--- src/rtl/uart_cmd_pkg.sv ---
// Shared definitions for the UART command parser: FSM state codes,
// framing bytes, register addresses and the frame validity rule.
package uart_cmd_pkg;

   typedef enum logic [2:0] {
      ST_IDLE = 3'd0,
      ST_ADDR = 3'd1,
      ST_DHI  = 3'd2,
      ST_DLO  = 3'd3,
      ST_CSUM = 3'd4,
      ST_RESP = 3'd5
   } state_e;

   localparam logic [7:0] SOF = 8'hA5;
   localparam logic [7:0] ACK = 8'h06;
   localparam logic [7:0] NAK = 8'h15;

   localparam logic [1:0] ADDR_KP = 2'd0;
   localparam logic [1:0] ADDR_KI = 2'd1;
   localparam logic [1:0] ADDR_KD = 2'd2;
   localparam logic [1:0] ADDR_SP = 2'd3;

   // A frame is good when the XOR checksum matches and the address
   // selects one of the four registers (upper six bits clear).
   function automatic logic frame_ok(input logic [7:0] addr,
                                     input logic [7:0] dhi,
                                     input logic [7:0] dlo,
                                     input logic [7:0] csum);
      return (csum == (addr ^ dhi ^ dlo)) && (addr[7:2] == 6'd0);
   endfunction

endpackage

--- src/rtl/uart_cmd_timeout.sv ---
// Inter-byte timeout counter. Counts enabled cycles since the last clear
// and flags the TIMEOUT_CYCLES-th such cycle as expired.
module uart_cmd_timeout #(
   parameter int unsigned TIMEOUT_CYCLES = 100000
) (
   input  logic clk_in,
   input  logic reset,
   input  logic clear,
   input  logic enable,
   output logic expired
);

   localparam int CNT_W = (TIMEOUT_CYCLES > 1) ? $clog2(TIMEOUT_CYCLES) : 1;
   localparam logic [CNT_W-1:0] LAST = CNT_W'(TIMEOUT_CYCLES - 1);

   logic [CNT_W-1:0] cnt_q, cnt_d;
   logic             at_limit;

   assign at_limit = (cnt_q == LAST);
   // A clear in the expiring cycle (a byte arrived) wins over expiry.
   assign expired  = enable && !clear && at_limit;

   // Next count: clear dominates, saturate at the limit.
   always_comb begin
      cnt_d = cnt_q;
      if (clear) begin
         cnt_d = '0;
      end else if (enable && !at_limit) begin
         cnt_d = cnt_q + 1'b1;
      end
   end

   // Count register.
   always_ff @(posedge clk_in or posedge reset) begin
      if (reset) begin
         cnt_q <= '0;
      end else begin
         cnt_q <= cnt_d;
      end
   end

endmodule

--- src/rtl/uart_cmd_parser.sv ---
// UART command parser: receives A5/ADDR/DHI/DLO/CSUM frames and writes
// the PID gain/setpoint registers. Define UART_CMD_ACK_EN to add a RESP
// state that answers every completed frame with ACK or NAK.
module uart_cmd_parser
   import uart_cmd_pkg::*;
#(
   parameter int unsigned TIMEOUT_CYCLES = 100000,
   parameter int unsigned DATA_W         = 16
) (
   input  logic              clk_in,
   input  logic              reset,
   input  logic              rx_valid,
   input  logic [7:0]        rx_byte,
   input  logic              tx_busy,
   output logic              tx_send,
   output logic [7:0]        tx_byte,
   output logic              reg_we,
   output logic [1:0]        reg_addr,
   output logic [DATA_W-1:0] kp_o,
   output logic [DATA_W-1:0] ki_o,
   output logic [DATA_W-1:0] kd_o,
   output logic [DATA_W-1:0] sp_o,
   output logic              frame_err,
   output logic [2:0]        state_o
);

   localparam logic [2:0] S_IDLE = ST_IDLE;
   localparam logic [2:0] S_ADDR = ST_ADDR;
   localparam logic [2:0] S_DHI  = ST_DHI;
   localparam logic [2:0] S_DLO  = ST_DLO;
   localparam logic [2:0] S_CSUM = ST_CSUM;
`ifdef UART_CMD_ACK_EN
   localparam logic [2:0] S_RESP = ST_RESP;
`endif

   logic [2:0]        state_q, state_d;
   logic [7:0]        addr_q, addr_d;
   logic [7:0]        dhi_q, dhi_d;
   logic [7:0]        dlo_q, dlo_d;
   logic [DATA_W-1:0] kp_q, kp_d, ki_q, ki_d, kd_q, kd_d, sp_q, sp_d;
   logic              reg_we_q, reg_we_d;
   logic [1:0]        reg_addr_q, reg_addr_d;
   logic              frame_err_q, frame_err_d;
   logic [7:0]        tx_byte_q, tx_byte_d;

   logic [DATA_W-1:0] wdata;
   logic              frame_good;
   logic              tmo_clear, tmo_enable, tmo_expired;

   // Payload is zero-extended or truncated to the register width.
   assign wdata      = DATA_W'({dhi_q, dlo_q});
   assign frame_good = frame_ok(addr_q, dhi_q, dlo_q, rx_byte);

   assign tmo_clear  = rx_valid || (state_q == S_IDLE);
   assign tmo_enable = (state_q == S_ADDR) || (state_q == S_DHI) ||
                       (state_q == S_DLO)  || (state_q == S_CSUM);

   uart_cmd_timeout #(
      .TIMEOUT_CYCLES(TIMEOUT_CYCLES)
   ) u_timeout (
      .clk_in  (clk_in),
      .reset   (reset),
      .clear   (tmo_clear),
      .enable  (tmo_enable),
      .expired (tmo_expired)
   );

   // Frame FSM: byte capture, register write, error and response selection.
   always_comb begin
      state_d     = state_q;
      addr_d      = addr_q;
      dhi_d       = dhi_q;
      dlo_d       = dlo_q;
      kp_d        = kp_q;
      ki_d        = ki_q;
      kd_d        = kd_q;
      sp_d        = sp_q;
      reg_we_d    = 1'b0;
      reg_addr_d  = reg_addr_q;
      frame_err_d = 1'b0;
      tx_byte_d   = tx_byte_q;

      case (state_q)
         S_IDLE: begin
            if (rx_valid && (rx_byte == SOF)) state_d = S_ADDR;
         end
         S_ADDR: begin
            if (rx_valid) begin
               addr_d  = rx_byte;
               state_d = S_DHI;
            end
         end
         S_DHI: begin
            if (rx_valid) begin
               dhi_d   = rx_byte;
               state_d = S_DLO;
            end
         end
         S_DLO: begin
            if (rx_valid) begin
               dlo_d   = rx_byte;
               state_d = S_CSUM;
            end
         end
         S_CSUM: begin
            if (rx_valid) begin
               if (frame_good) begin
                  reg_we_d   = 1'b1;
                  reg_addr_d = addr_q[1:0];
                  case (addr_q[1:0])
                     ADDR_KP: kp_d = wdata;
                     ADDR_KI: ki_d = wdata;
                     ADDR_KD: kd_d = wdata;
                     ADDR_SP: sp_d = wdata;
                     default: ;
                  endcase
               end else begin
                  frame_err_d = 1'b1;
               end
`ifdef UART_CMD_ACK_EN
               tx_byte_d = frame_good ? ACK : NAK;
               state_d   = S_RESP;
`else
               state_d   = S_IDLE;
`endif
            end
         end
`ifdef UART_CMD_ACK_EN
         // Incoming bytes are dropped here; leave once the response goes out.
         S_RESP: begin
            if (!tx_busy) state_d = S_IDLE;
         end
`endif
         default: state_d = S_IDLE;
      endcase

      // Expiry never coincides with rx_valid, so this only aborts silent gaps.
      if (tmo_expired) begin
         state_d     = S_IDLE;
         frame_err_d = 1'b1;
      end
   end

   // State and output registers.
   always_ff @(posedge clk_in or posedge reset) begin
      if (reset) begin
         state_q     <= S_IDLE;
         addr_q      <= '0;
         dhi_q       <= '0;
         dlo_q       <= '0;
         kp_q        <= '0;
         ki_q        <= '0;
         kd_q        <= '0;
         sp_q        <= '0;
         reg_we_q    <= 1'b0;
         reg_addr_q  <= '0;
         frame_err_q <= 1'b0;
         tx_byte_q   <= 8'h00;
      end else begin
         state_q     <= state_d;
         addr_q      <= addr_d;
         dhi_q       <= dhi_d;
         dlo_q       <= dlo_d;
         kp_q        <= kp_d;
         ki_q        <= ki_d;
         kd_q        <= kd_d;
         sp_q        <= sp_d;
         reg_we_q    <= reg_we_d;
         reg_addr_q  <= reg_addr_d;
         frame_err_q <= frame_err_d;
         tx_byte_q   <= tx_byte_d;
      end
   end

`ifdef UART_CMD_ACK_EN
   // Request goes out in the first RESP cycle the transmitter is free.
   assign tx_send = (state_q == S_RESP) && !tx_busy;
   assign tx_byte = tx_byte_q;
`else
   logic [7:0] unused_tx_byte_q;
   logic       unused_tx_busy;
   assign unused_tx_byte_q = tx_byte_q;
   assign unused_tx_busy   = tx_busy;
   assign tx_send          = 1'b0;
   assign tx_byte          = 8'h00;
`endif

   assign reg_we    = reg_we_q;
   assign reg_addr  = reg_addr_q;
   assign kp_o      = kp_q;
   assign ki_o      = ki_q;
   assign kd_o      = kd_q;
   assign sp_o      = sp_q;
   assign frame_err = frame_err_q;
   assign state_o   = state_q;

endmodule

--- config.mk ---
export PLATFORM = sky130hd
export DESIGN_NAME = uart_cmd_parser
export DESIGN_NICKNAME = d
export VERILOG_FILES = /design/src/rtl/uart_cmd_pkg.sv /design/src/rtl/uart_cmd_timeout.sv /design/src/rtl/uart_cmd_parser.sv
export SDC_FILE = /design/constraint.sdc
export NUM_CORES = 1
export LEC_CHECK = 0
export CORE_ASPECT_RATIO = 0.9
export CORE_MARGIN = 2
export CORE_UTILIZATION = 40
export DETAILED_ROUTE_END_ITERATION = 8
export PLACE_DENSITY = 0.66
export SLEW_MARGIN = 15
export SYNTH_ARGS = -nofsm -noshare
export SYNTH_HDL_FRONTEND = slang
export SYNTH_HIERARCHICAL = 1
export SYNTH_SLANG_ARGS = --single-unit
export TNS_END_PERCENT = 10
--- constraint.sdc ---
create_clock -name clk_in -period 3.8 [get_ports clk_in]
set_clock_uncertainty 0.15 [all_clocks]
set_input_delay 0.76 -clock clk_in [delete_from_list [all_inputs] [get_ports clk_in]]
set_output_delay 0.76 -clock clk_in [all_outputs]
set_load 0.02 [all_outputs]
**Yosys cells after proc, flatten, opt, wreduce, memory -nomap -nowiden**

Index checks and enable logic that the tools add are counted.

- Word-level logic and storage cells: 70
- Input bits: 12
- Register bits after elaboration: 112
- Output and inout bits: 80

- Muxes and demuxes: 16
- Add/sub/neg operators: 1
- Bitwise logic cells: 2
- Equal/unequal tests: 15
- Reductions and logical operators: 24

Operators with widths:

| operator | count |
|---|---|
| 2-to-1 mux 17 bit | 2 |
| 2-to-1 mux 3 bit | 6 |
| adder 17 x 1 -> 17 bit, second input constant | 1 |
| equality test 17 bit, second input constant | 1 |
| AND reduction 4 bit | 4 |
| XOR 8 bit | 2 |
| case mux 3 bit (5 select lines) | 1 |
| inequality test 3 bit, second input constant | 4 |
| equality test 8 bit | 1 |
| equality test 8 bit, second input constant | 1 |
| 2-to-1 mux 1 bit | 7 |
| equality test 3 x 2 -> 1 bit, second input constant | 2 |
| zero test 6 bit | 1 |
| AND reduction 2 bit | 3 |
| logical AND 1 bit | 5 |
| AND reduction 5 bit | 1 |
| equality test 2 bit, second input constant | 2 |
| logical OR 1 bit | 4 |
| equality test 3 x 1 -> 1 bit, second input constant | 1 |
| equality test 3 bit, second input constant | 1 |
| zero test 3 bit | 1 |
| inequality test 3 x 2 -> 1 bit, second input constant | 1 |
| AND reduction 3 bit | 1 |
| equality test 2 x 1 -> 1 bit, second input constant | 1 |
| other kinds (3) | 4 |

**Depth between registers and ports, before layout**

Gate-level depths: netlist of run 1.

- Word-level depth: 8
- Gate-level depth with buffers: 7
- Depth with buffers taken out: 6

**Hierarchy**

The synthesis of run 1 kept the hierarchy.

Modules (own cells, without submodules):

| module | instances | area an instance (um^2) | cells an instance |
|---|---|---|---|
| uart_cmd_parser | 1 | 4062.6 | 275 |
| uart_cmd_timeout | 1 | 985.9 | 97 |

**Worst setup path after synthesis of run 1**

Ideal clock, no wire load.

- Path kind: in2reg
- From: input rx_byte[6]
- To: register kd_q[0], in the netlist kd_o[0]
- Data required time: 3.522 ns
- Stages: 6
- Setup slack: 1.179 ns
- Arrival: 2.343 ns
- Path buffers: 1
- Path through: xor2_1 -> xnor2_1 -> a2111oi_4 -> nand4_2 -> buf_2 -> mux2_1

- Word-level cells in the longest chain between the ends: 3

Ends and longest elaborated chain:

| what | line | RTL |
|---|---|---|
| start, declared | uart_cmd_parser.sv:13 | `input logic [7:0] rx_byte,` |
| equality test 8 bit | uart_cmd_pkg.sv:29 | `return (csum == (addr ^ dhi ^ dlo)) && (addr[7:2] == 6'd0);` |
| logical AND 1 bit | uart_cmd_pkg.sv:29 |  |
| AND reduction 4 bit (no line) | -- |  |
| end signal, assigned | uart_cmd_parser.sv:166 | `kd_q <= kd_d;` |
| end, declared | uart_cmd_parser.sv:40 | `logic [DATA_W-1:0] kp_q, kp_d, ki_q, ki_d, kd_q, kd_d, sp_q, sp_d;` |

Every way passes these cells.
A chain may end at the register's enable or synchronous reset.

**Worst setup path after layout of run 1**

- From: input rx_byte[1]
- To: register kp_q[6], in the netlist kp_o[6]

- Word-level cells in the longest chain between the ends: 3

Ends and longest elaborated chain:

| what | line | RTL |
|---|---|---|
| equality test 8 bit | uart_cmd_pkg.sv:29 |  |
| logical AND 1 bit | uart_cmd_pkg.sv:29 |  |
| AND reduction 4 bit (no line) | -- |  |
| end signal, assigned | uart_cmd_parser.sv:164 | `kp_q <= kp_d;` |
| end, declared | uart_cmd_parser.sv:40 |  |

Every way passes these cells.

==> results of run 1 <==
power breakdown:
part	switching, mW	total (mW)	internal (mW)
combinational	0.485	0.993	0.509
sequential	0.240	1.58	1.34
clock	0.436	1.04	0.606
layout make-up:
class,count,area (µm²),share of cell area [%]
Sequential cell,112,2800,43.5
Multi-Input combinational cell,244,2150,33.4
Timing Repair Buffer,96,936,14.5
Clock buffer,10,239,3.71
Tap cell,160,200,3.11
Clock inverter,6,95.1,1.48
Inverter,5,21.3,0.330
how the worst min path moves through the flow:
stage                         start         to  slack (ns)  cells past startpoint
after floorplan           addr_q[4]  addr_q[4]        0.37                      1
after global placement      ki_o[6]    ki_o[6]        0.33                      1
after detailed placement    kd_o[0]    kd_o[0]        0.34                      1
after CTS                   ki_o[4]    ki_o[4]        0.36                      1
after global routing        kd_o[8]    kd_o[8]        0.37                      1
final                       sp_o[3]    sp_o[3]        0.36                      1
synth_stat cells, types with 4 or more instances:
library cell / n / area [µm²]
dfrtp_1: 112 / 2800
mux2_2: 86 / 968
nor2_1: 22 / 82.6
nand2_1: 13 / 48.8
xnor2_1: 12 / 105
a21oi_1: 10 / 50.1
nor3_1: 10 / 50.1
buf_4: 9 / 67.6
xor2_1: 8 / 70.1
and3_1: 7 / 43.8
nand3_1: 6 / 30.0
nand4_1: 6 / 37.5
clkbuf_1: 5 / 18.8
inv_1: 5 / 18.8
mux2_1: 5 / 56.3
nand4_2: 5 / 62.6
buf_2: 4 / 20.0
nor4_4: 4 / 85.1
per-stage QoR:
step                setup slack [ns]  cell area, µm²
detailed placement             0.538            6110
global placement               0.584            6110
floorplan                      0.413            5080
finish                         0.908            6450
CTS                            0.910            6450
global route                   0.710            6450
worst max-delay path: stages:
cell and delay, ns:
clkdlybuf4s50_1 0.58, xnor2_1 0.16, xnor2_1 0.12, nor4_4 0.50, nand4_2 0.27, buf_4 0.25, mux2_1 0.32
routing by layer:
layer | global-route usage, % | routed length (µm)
met3 | 3.00 | 417
met5 | 0 | 0
met4 | 4.52 | 132
met1 | 23.8 | 5070
met2 | 25.0 | 4890
registers in the layout (all words and copies together) (netlist names):
name	count
addr_q	8
dhi_q	8
dlo_q	8
frame_err	1
kd_o	16
ki_o	16
kp_o	16
reg_addr	2
reg_we	1
sp_o	16
state_o	3
u_timeout/cnt_q	17
cells by family (layout without fill, tap and decap cells):
| family | Yosys count | in the layout |
|---|---|---|
| buffers and inverters | 24 | 117 |
| AND/OR/NAND/NOR | 95 | 95 |
| other | 1 | 9 |
| AO/OA/AOI/OAI | 23 | 23 |
| XOR/XNOR | 24 | 24 |
| multiplexers | 92 | 92 |
| flip-flops | 112 | 112 |
| adder cells (fa/ha/maj) | 1 | 1 |
==> results by group, run 1 <==
Outcome
  • Status: finished, final reports clean

STA
  • Worst-margin pin slew: 0.837 ns
  • Final hold violation count: 0
  • Worst slew margin: 44.0%
  • Setup violators final: 0
  • Final Cycle Share: 76.1%
  • Max-slew violations: 0
  • Hold_ws: 0.356 ns
  • RSZ-0062 raised after global routing: false
  • Fmax: 346 MHz
  • Minimum clock period: 2.89 ns
  • Setup TNS: 0 ns

Critical path
  • CP Launch Type: input pin
  • Crit. End Element: register
  • CP Max Fanout: 7
  • Setup CP Type: input pin to register
  • Crit path from: rx_byte[1]
  • Worst reg2reg setup slack: 1.22 ns
  • Crit path capture: kp_o[6]
  • Reg2reg end: kp_o[6]
  • Worst endpoint required time: 3.88 ns
  • Reg2Reg Launch Point: dhi_q[2]
  • Data arrival time of the critical path: 2.97 ns
  • R2R cell count: 6

Yosys
  • Mean Syn Cell Area: 13.6 µm²
  • Synth Area in XOR/XNOR: 5.28%
  • Compound-Gate Fraction of Synth Area: 3.47%
  • Post-Synth Simple-Gate Area: 12.4%
  • Mapped Area: 5050 µm²
  • Post-synthesis sequential area ratio: 55.5%
  • EDFF count, synth: 0
  • Largest family of logic cells by synthesized area: multiplexers
  • Mapped Cells: 372
  • Mux cell area share after synthesis: 20.5%
  • Yosys reg bits: 112
  • Ys flop type: dfrtp_1
  • Yosys Warn Count: 6
  • Yosys cell types: 48
  • Post-synth ARST share: 100%
  • Post-synthesis adder-cell area fraction: 0.248%

Pwr
  • VDD IR max: 0.000332 V
  • Leak: 3.00 nW
  • Overall Power: 3.61 mW
  • PD cells: 561 nW/µm²

Layout
  • Nets: 481
  • Most frequent cells in the layout: 112 x dfrtp_1, 86 x mux2_2, 81 x clkdlybuf4s50_1
  • # diodes: 0
  • Layout area overhead: 27.7%
  • Most common cell after layout, fill and taps aside: dfrtp_1
  • Share of cells above drive strength 1: 28.3%
  • Final std cells w/o fill: 633
  • # fillers: 1,075
  • Final core occ: 53.0%

CTS
  • CTS tree: yes
  • TritonCTS buffer count: 9
  • H-tree depth: 3
  • # Post-CTS Setup Buffers: 0
  • Post-CTS Hold Fix Bufs: 0
  • CTS max path bufs: 2
  • Clk root buf: clkbuf_16
  • Post-CTS sizing: 0
  • Clk_lat worst skew: 0.34 ns
  • CTS Sinks: 112
  • CTS clk-pin slew, worst paths: 0.08 ns

Floorplanning
  • Core Region: 12,200 µm²
  • Die width: 122 µm
  • Row Count: 38
  • Die Y: 111 µm
  • Initial Util: 41.5%
  • Die ar.: 13,500 µm²
  • Num ports: 92

Job
  • Max cap viols: 0

Detailed routing
  • Via density: 5.17
  • Remaining antenna violation count: 0
  • Routed vias: 3,270
  • Drt drc: 0
  • DR iter-0 viols: 211
  • TritonRoute pass-1 iters: 5
  • Final wirelength: 10,500 µm
  • Wirelength per Cell: 16.6 µm

Global routing
  • Largest net degree at the start of global routing: 53
  • Grt total ovfl: 0
  • GRT Util Overall: 16.4%
  • Initial antenna violation count: 0
  • Vias in the first global route: 3,259
  • First-pass GRT wire length: 17,300 µm

Placed design
  • DP HPWL: 7510 µm
  • GPL Wtd Cong: 0.796
  • Port-buffer cells: 81
  • Placed cells: 617

Worst hold path
  • Worst min path class: register to register
Note: power is estimated with default switching activity, not from simulation.
==> run 2, diff against run 1 <==
- clock period: 3.8 -> 2.73 ns (I/O delays scaled with it)
==> results by group, run 2 (synthesized netlist as in run 1, its figures left out) <==
Layout
  • Most flops, register: u_timeout/cnt_q
  • # diodes: 0 (unchanged)
  • Share of cells above drive strength 1: 30.4% (+2.1 points)
  • # fillers: 1,065 (-0.93%)
  • Largest register FFs: 17 (unchanged)
  • Most frequent cells in the layout: 112 x dfrtp_1, 86 x mux2_2, 81 x clkdlybuf4s50_1
  • Most common cell after layout, fill and taps aside: dfrtp_1
  • Layout area overhead: 30.1%
  • Final std cells w/o fill: 647 (+2.2%)
  • Nets: 496 (+3.1%)
  • Final core occ: 54.0% (+1.0 points)

Critical path
  • CP Launch Type: register
  • Crit-path cells: nor2_1 -> xnor2_1 -> nand3_4 -> nor4_4 -> or4b_1 -> a21oi_1
  • Reg2Reg Launch Point: state_o[1]
  • Worst path slowest cell: dfrtp_1
  • CP Max Fanout: 9 (+2)
  • Data arrival time of the critical path: 2.50 ns (-0.47 ns)
  • Setup CP Type: register to register
  • Worst endpoint required time: 2.85 ns (-1.03 ns)
  • Crit path from: state_o[1]
  • CP peak stage delay: 0.48 ns (-0.10 ns)
  • Crit. End Element: register

CTS
  • Post-CTS sizing: 0 (unchanged)
  • CTS max path bufs: 2 (unchanged)
  • Post-CTS Hold Fix Bufs: 0 (unchanged)
  • Clk_lat worst skew: 0.35 ns (about the same)
  • CTS Sinks: 112 (unchanged)
  • CTS clk-pin slew, worst paths: 0.07 ns (about the same)
  • H-tree depth: 3 (unchanged)
  • Clk root buf: clkbuf_16
  • CTS tree: yes
  • TritonCTS buffer count: 9 (unchanged)
  • # Post-CTS Setup Buffers: 0 (unchanged)

Global routing
  • GRT Util Overall: 16.7% (+0.30 points)
  • Vias in the first global route: 3,286 (+0.83%)
  • Grt total ovfl: 0 (unchanged)
  • First-pass GRT wire length: 17,500 µm (+1.2%)
  • Initial antenna violation count: 0 (unchanged)
  • Largest net degree at the start of global routing: 47 (-11%)

Floorplanning
  • Core Region: 12,200 µm² (unchanged)
  • Num ports: 92 (unchanged)
  • Die ar.: 13,500 µm² (unchanged)
  • Die Y: 111 µm (unchanged)
  • Row Count: 38 (unchanged)
  • Initial Util: 41.5% (unchanged)
  • Die width: 122 µm (unchanged)

STA
  • Setup violators final: 0 (unchanged)
  • Minimum clock period: 2.38 ns
  • Final Cycle Share: 87.1%
  • Worst slew margin: 55.8% (+12 points)
  • Worst-margin pin slew: 0.662 ns (-0.175 ns)
  • RSZ-0062 raised after global routing: false
  • Final hold violation count: 0 (unchanged)
  • Hold_ws: 0.348 ns (-0.00806 ns)
  • Max-slew violations: 0 (unchanged)
  • Fmax: 420 MHz

Pwr
  • PD cells: 762 nW/µm² (+36%)
  • Logic pwr share: 29.8% (+2.3 points)
  • Sequential Power Share: 43.5% (-0.2 points)
  • Net Sw Frac: 32.3% (+0.13 points)
  • Internal power: 3.39 mW (+38%)
  • VDD IR max: 0.000370 V (+12%)
  • Leak: 3.07 nW (+2.3%)
  • Overall Power: 5.01 mW (+38%)
  • Switching power total: 1.61 mW (+39%)
  • Clk pwr share: 26.7% (-2.1 points)

Placed design
  • Port-buffer cells: 81 (unchanged)
  • GPL Wtd Cong: 0.776 (-2.5%)
  • DP HPWL: 7620 µm (+1.5%)
  • Placed cells: 632 (+2.4%)

Detailed routing
  • Wirelength per Cell: 16.5 µm (-0.81%)
  • Final wirelength: 10,700 µm (+1.4%)
  • Routed vias: 3,315 (+1.4%)
  • Remaining antenna violation count: 0 (unchanged)
  • DR iter-0 viols: 198 (-6.2%)
  • Drt drc: 0 (unchanged)
  • Via density: 5.12 (-0.82%)
  • TritonRoute pass-1 iters: 5 (unchanged)

Outcome
  • Status: finished, final reports clean

Worst hold path
  • Worst min path class: register to register
  • Hold Path Origin: kd_o[0]

Job
  • Max cap viols: 0 (unchanged)
run 2: power groups by stage:
stage	registers (mW)	clock network, mW	logic [mW]
after floorplan	2.12	0	1.09
after global placement	2.21	0	1.47
after detailed placement	2.22	0	1.49
after CTS	2.19	1.37	1.50
after global routing	2.23	1.44	1.62
final	2.18	1.33	1.49
run 2: worst max-delay path: cells and delay by family, from the launching register on:
kind                      cells  cell delay, ns
DFF                           1            0.48
and+or+nand+nor               4            1.31
xor gates and xnor gates      1            0.23
AOI/OAI and AO/OA             1            0.14
run 2: final timing paths:
check	slack [ns]	endpoint	depth (start not counted)
worst min-delay path	0.35	kd_o[0]	1
min in group asynchronous	0.47	kp_o[14]	2
worst max-delay path	0.35	u_timeout/cnt_q[13]	6
worst max register to register	0.35	u_timeout/cnt_q[13]	6
max in group asynchronous	1.37	addr_q[6]	3
worst min register to register	0.35	kd_o[0]	1
run 2: metrics by stage:
stage | TNS (ns) | area (µm²) | setup WS [ns]
after floorplan | 0 | 5080 | 0.113
after global placement | 0 | 6260 | 0.00259
after detailed placement | -0.0376 | 6260 | -0.0217
after CTS | 0 | 6570 | 0.335
after global routing | 0 | 6570 | 0.217
final | 0 | 6570 | 0.352
run 2: routing by layer:
layer / vias up / routed length [µm] / track usage, %
met4: 0 / 113 / 4.60
li1: 1549 / - / -
met2: 87 / 5100 / 26.2
met1: 1669 / 4860 / 23.0
met3: 10 / 581 / 3.87
met5: - / 0 / 0
run 2: final cells by class:
class | instances | area (µm²) | area share (%)
clock buffer | 10 | 239 | 3.64
clock inverter | 5 | 66.3 | 1.01
inverter | 5 | 22.5 | 0.343
multi-input combinational | 244 | 2150 | 32.8
sequential | 112 | 2800 | 42.7
tap | 160 | 200 | 3.05
timing repair buffer | 111 | 1090 | 16.5
